[src/rtl/pwm_pkg.sv]
// Shared constants for the PWM generator/capture pair: state encodings,
// default counter width and the nominal PWM period.
package pwm_pkg;

  localparam int CNT_W_DEF  = 16;
  localparam int PWM_PERIOD = 256;

  typedef logic [1:0] state_t;

  localparam logic [1:0] WAIT_RISE = 2'd0;
  localparam logic [1:0] HIGH      = 2'd1;
  localparam logic [1:0] LOW       = 2'd2;

endpackage

[src/rtl/pwm_edge_sync.sv]
// Two-flop synchronizer for the asynchronous PWM line plus a history flop
// for edge detection. Both edges see the same latency, so counts stay exact.
module pwm_edge_sync (
  input  logic clk,
  input  logic rst,
  input  logic pwm_in,
  output logic level,
  output logic rise,
  output logic fall
);

  logic s1;
  logic s2;
  logic s3;

  always_ff @(posedge clk) begin
    if (rst) begin
      s1 <= 1'b0;
      s2 <= 1'b0;
      s3 <= 1'b0;
    end else begin
      s1 <= pwm_in;
      s2 <= s1;
      s3 <= s2;
    end
  end

  assign level = s2;
  assign rise  = s2 & ~s3;
  assign fall  = ~s2 & s3;

endmodule

[src/rtl/pwm_capture.sv]
// Measures period and high time of a PWM line, one strobed result per period,
// and flags a line stuck at 0% or 100% duty via an inactivity timeout.
import pwm_pkg::*;

// state     | meaning
// WAIT_RISE | discard partial period after reset/stuck, wait for first rise
// HIGH      | line high, counting high time and period
// LOW       | line low, counting rest of period
module pwm_capture #(
  parameter int CNT_W   = CNT_W_DEF,
  parameter int TIMEOUT = 4096
) (
  input  logic             clk,
  input  logic             rst,
  input  logic             pwm_in,
  output logic [CNT_W-1:0] duty_cnt,
  output logic [CNT_W-1:0] period_cnt,
  output logic             meas_valid,
  output logic             stuck,
  output logic             stuck_level
);

  localparam logic [CNT_W-1:0] IDLE_MAX  = CNT_W'(TIMEOUT);
  localparam logic [CNT_W-1:0] IDLE_LAST = CNT_W'(TIMEOUT - 1);
  localparam logic [CNT_W-1:0] CNT_MAX   = '1;
  localparam logic [CNT_W-1:0] CNT_ONE   = CNT_W'(1);

  state_t           state;
  logic [CNT_W-1:0] hi_cnt;
  logic [CNT_W-1:0] per_cnt;
  logic [CNT_W-1:0] hi_lat;
  logic [CNT_W-1:0] idle_cnt;
  logic [CNT_W-1:0] hi_inc;
  logic [CNT_W-1:0] per_inc;
  logic             level;
  logic             rise;
  logic             fall;
  logic             edge_seen;
  logic             timeout_hit;

  pwm_edge_sync u_sync (
    .clk    (clk),
    .rst    (rst),
    .pwm_in (pwm_in),
    .level  (level),
    .rise   (rise),
    .fall   (fall)
  );

  // A low phase can approach TIMEOUT after a high phase did, so the period
  // counter saturates rather than trusting the timeout alone.
  assign hi_inc  = (hi_cnt  == CNT_MAX) ? hi_cnt  : hi_cnt  + CNT_ONE;
  assign per_inc = (per_cnt == CNT_MAX) ? per_cnt : per_cnt + CNT_ONE;

  assign edge_seen   = rise | fall;
  assign timeout_hit = !edge_seen && (idle_cnt == IDLE_LAST);

  always_ff @(posedge clk) begin
    if (rst) begin
      state       <= WAIT_RISE;
      hi_cnt      <= '0;
      per_cnt     <= '0;
      hi_lat      <= '0;
      idle_cnt    <= '0;
      duty_cnt    <= '0;
      period_cnt  <= '0;
      meas_valid  <= 1'b0;
      stuck       <= 1'b0;
      stuck_level <= 1'b0;
    end else begin
      meas_valid <= 1'b0;

      if (edge_seen) begin
        idle_cnt <= '0;
      end else if (idle_cnt != IDLE_MAX) begin
        idle_cnt <= idle_cnt + CNT_ONE;
      end

      if (rise) begin
        stuck <= 1'b0;
      end

      // An edge in the same cycle suppresses the timeout via timeout_hit.
      if (timeout_hit) begin
        stuck       <= 1'b1;
        stuck_level <= level;
        state       <= WAIT_RISE;
      end else begin
        case (state)
          WAIT_RISE: begin
            if (rise) begin
              hi_cnt  <= CNT_ONE;
              per_cnt <= CNT_ONE;
              state   <= HIGH;
            end
          end
          HIGH: begin
            hi_cnt  <= hi_inc;
            per_cnt <= per_inc;
            if (fall) begin
              hi_lat <= hi_cnt;
              state  <= LOW;
            end
          end
          LOW: begin
            if (rise) begin
              duty_cnt   <= hi_lat;
              period_cnt <= per_cnt;
              meas_valid <= 1'b1;
              hi_cnt     <= CNT_ONE;
              per_cnt    <= CNT_ONE;
              state      <= HIGH;
            end else begin
              per_cnt <= per_inc;
            end
          end
          default: begin
            state <= WAIT_RISE;
          end
        endcase
      end
    end
  end

endmodule

[config.mk]
export PLATFORM = sky130hd
export DESIGN_NAME = pwm_capture
export DESIGN_NICKNAME = d
export VERILOG_FILES = /design/src/rtl/pwm_pkg.sv /design/src/rtl/pwm_edge_sync.sv /design/src/rtl/pwm_capture.sv
export SDC_FILE = /design/constraint.sdc
export NUM_CORES = 1
export LEC_CHECK = 0
export CAP_MARGIN = 20
export CORE_MARGIN = 3
export CORE_UTILIZATION = 30
export CTS_CLUSTER_SIZE = 25
export DETAILED_ROUTE_END_ITERATION = 10
export SLEW_MARGIN = 20
export SYNTH_ARGS = -nofsm -noshare
export SYNTH_HDL_FRONTEND = slang
export SYNTH_HIERARCHICAL = 1
export SYNTH_SLANG_ARGS = --single-unit
export TNS_END_PERCENT = 10
[constraint.sdc]
create_clock -name clk -period 2.14 [get_ports clk]
set_input_delay 0.214 -clock clk [delete_from_list [all_inputs] [get_ports clk]]
set_output_delay 0.214 -clock clk [all_outputs]
set_load 0.03 [all_outputs]
==> impl_metrics.json <==
{
  "synth_edf_count": 0,
  "final_layout_size_suffix_gt1_share_pct": 10.23,
  "fin_worst_skew_ns": 0.008661,
  "slowest_stage": "or4_1",
  "gr-total-overflow": 0,
  "end_kind": "flop",
  "r2r_setup_slack_ns": 0.08,
  "die_h_um": 129.5,
  "synth_async_sr_flop_share_pct": 0,
  "crit_path_max_fanout": 5,
  "worstSetupPathType": "flop to flop",
  "htree_num_levels": 3,
  "grt_usage_pct": 12.98,
  "path_cells": "inv_1, ha_2, mux2i_1, a41oi_2, o21ai_2, or4_1, a21oi_1",
  "combPwrFrac_pct": 4.2,
  "fin_area_mm2": 0.005598,
  "yosysSeqAreaShare_pct": 45.49,
  "wl_per_cell_um": 13.46,
  "pwr-share-seq_pct": 52.2,
  "hold_viol_final": 0,
  "clk_latency_ns": 0.35,
  "p_sw_w": 0.0009171,
  "rsz0062_at_grt": "true",
  "wl_um": 10770,
  "start_util_pct": 31.02,
  "fin_nets": 622,
  "hp-class": "input port to flop",
  "r2r-end": "per_cnt[9]",
  "maxSlewViolCount": 0,
  "area_delta_synth_final_pct": 22.31,
  "slowest_delay_ns": 0.49,
  "tightest_slew_ns": 0.5745,
  "yosysTopAreaCell": "dfxtp_1",
  "hold_end": "hi_cnt[0]",
  "synth_cell_types": 54,
  "setup_tns_ns": 0,
  "port_buffers": 37,
  "fin_crit_sh_pct": 96.25,
  "required_ns": 2.42,
  "path_buf_inv": 1,
  "syn_area_mm2": 0.004577,
  "setup_violations": 0,
  "avgViaCountPerCell": 5.189,
  "num_antenna_cells": 0,
  "pwr-share-clk_pct": 43.5,
  "synth_fp_nets": 573,
  "cts_hold_buf": 0,
  "antenna_found_initial": 0,
  "status": "finished, final reports clean",
  "relSlewSlack_pct": 61.70,
  "fmax_mhz": 485.5,
  "syn_inst": 562,
  "die_w_um": 129.5,
  "worst-endpoint-arrival_ns": 2.34,
  "synth_area_leaders": "dfxtp_1 (45%), nand2_1 (9.6%), a21oi_1 (8.3%), nor2_1 (2.5%), ha_1 (2.2%)",
  "yosysTopAreaCellShare_pct": 45.49,
  "vdd_drop_max_v": 0.0003681,
  "grt_pass1_wl_um": 18030,
  "timing.reg2reg.worst_path_depth": 7,
  "dr.pass1.iters": 6,
  "drc_errors": 0,
  "routed-via-count": 4151,
  "rr_startpoint": "state[1]",
  "yosys_warnings": 6,
  "hp-start": "rst",
  "ys.flop_type": "dfxtp_1",
  "fp.dieArea_mm2": 0.01677,
  "cap_violations": 0,
  "core_mm2": 0.01475,
  "grt_start_max_net_pins": 48,
  "synth-seq-cells": 104,
  "p_per_area_mw_per_mm2": 668.5,
  "period_minus_slack_ns": 2.060,
  "p_int_w": 0.002825,
  "globalplace.congestion": 0.8699,
  "cts_made_buffers": 9,
  "ioPinCount": 38,
  "grt_pass1_vias": 3803,
  "syn_avg_cell_area_um2": 8.144,
  "sw_frac_of_total_pct": 24.51,
  "hpwl_um": 7572,
  "cts_root_buffer": "clkbuf_16",
  "critical-path-top-delay-family": "compound AO/OA/AOI/OAI gates",
  "hold_path_depth": 2,
  "placed_cell_area_mm2": 0.005255,
  "tritoncts": "built",
  "cts_buffer_depth": 2,
  "clkTransAtPathRegs_ns": 0.07,
  "cts.sinks": 104,
  "rows": 44,
  "p_leak_nw": 1.830,
  "drt_iter0_drc": 296,
  "postRouteAntennaNets": 0,
  "start_kind": "flop"
}
## sequential cells by signal, indices dropped and copies added, names as in the netlist, 2 cells and up
name and count:
duty_cnt 16, period_cnt 16, hi_cnt 16, per_cnt 16, idle_cnt 16, state 2, hi_lat 16
## layout make-up
cell class / instances / area [um2]
Inverter: 16 / 60.06
Fill cell: 1484 / 9156
Clock buffer: 9 / 225.2
Multi-Input combinational cell: 412 / 2332
Tap cell: 184 / 230.2
Timing Repair Buffer: 68 / 601.8
Sequential cell: 104 / 2083
Clock inverter: 7 / 65.06
## cell usage in the layout (no fill, tap or decap), drive strengths merged, types with 10 or more instances in the layout
master and count:
a21oi 76, nand2 117, clkdlybuf4s50 36, or3 13, nor2 31, o21ai 21
inv 22, dfxtp 104, buf 32, o31ai 10, nand3 14, nand4 13
or4 14
## through the flow
step                util (%)  power [W]  std cells  hold WS [ns]  setup slack [ns]
global route           37.94   0.003891        800        0.2259          -0.04632
global placement       35.62   0.002143        782        0.4219            0.1125
finish                 37.94   0.003742        800        0.2104           0.08029
detailed placement     35.62   0.002149        782        0.4344           0.06095
floorplan                  -   0.002099        562        0.2856            0.1636
CTS                    37.58   0.003770        798        0.2049           0.03671
## layer usage
| metal | global-route usage [%] | wire (um) |
|---|---|---|
| met5 | 0 | 0 |
| met4 | 4.829 | 187 |
| met3 | 2.391 | 518 |
| met2 | 20.43 | 4691 |
| met1 | 17.79 | 5372 |
## power groups by stage
stage | Clock (W) | Combinational (W) | Sequential, W
finish | 0.00163 | 0.000159 | 0.00195
detailed placement | 0 | 0.000150 | 0.00200
CTS | 0.00167 | 0.000150 | 0.00195
global route | 0.00176 | 0.000176 | 0.00196
floorplan | 0 | 0.0000990 | 0.00200
global placement | 0 | 0.000145 | 0.00200
## kinds of logic after synthesis
family,Yosys count,synth area share [%]
XOR/XNOR,15,2.871
adder cells (fa/ha/maj),8,2.187
multiplexers,4,0.8748
buffers and inverters,47,4.429
AND/OR/NAND/NOR,246,26.11
AO/OA/AOI/OAI,138,18.04
flip-flops,104,45.49
## synthesized netlist by cell type, types with 2 or more instances
cell type	count
a211oi_1	2
a21o_1	2
a21oi_1	76
a31oi_1	3
a41oi_1	3
and2_1	4
and3_1	5
and4_1	7
clkbuf_1	24
clkbuf_2	2
dfxtp_1	104
ha_1	8
inv_1	16
mux2i_1	4
nand2_1	117
nand2b_1	2
nand3_1	14
nand4_1	13
nor2_1	31
nor2b_1	7
nor3_1	9
nor4_1	5
o2111ai_1	3
o211ai_1	7
o21a_1	2
o21ai_0	12
o21ai_1	6
o21ai_2	2
o31ai_1	10
or3_1	13
or4_1	12
or4_4	2
xnor2_1	9
xor2_1	6
## repair_timing
action,CTS,global route
resized for setup,0,9
setup buffers,0,1
setup endpoints to repair,0,20
## how the worst max path moves through the flow
stage                      startpoint          end  slack [ns]  depth (start not counted)
after global placement    idle_cnt[1]   per_cnt[1]        0.11                          6
after floorplan              state[1]    hi_cnt[0]        0.16                          9
after detailed placement  idle_cnt[1]   per_cnt[1]        0.06                          6
after global routing         state[1]  per_cnt[11]       -0.05                          7
after CTS                 idle_cnt[1]   per_cnt[1]        0.04                          6
final                        state[1]   per_cnt[9]        0.08                          7
Power figures use the tool's default switching activity.
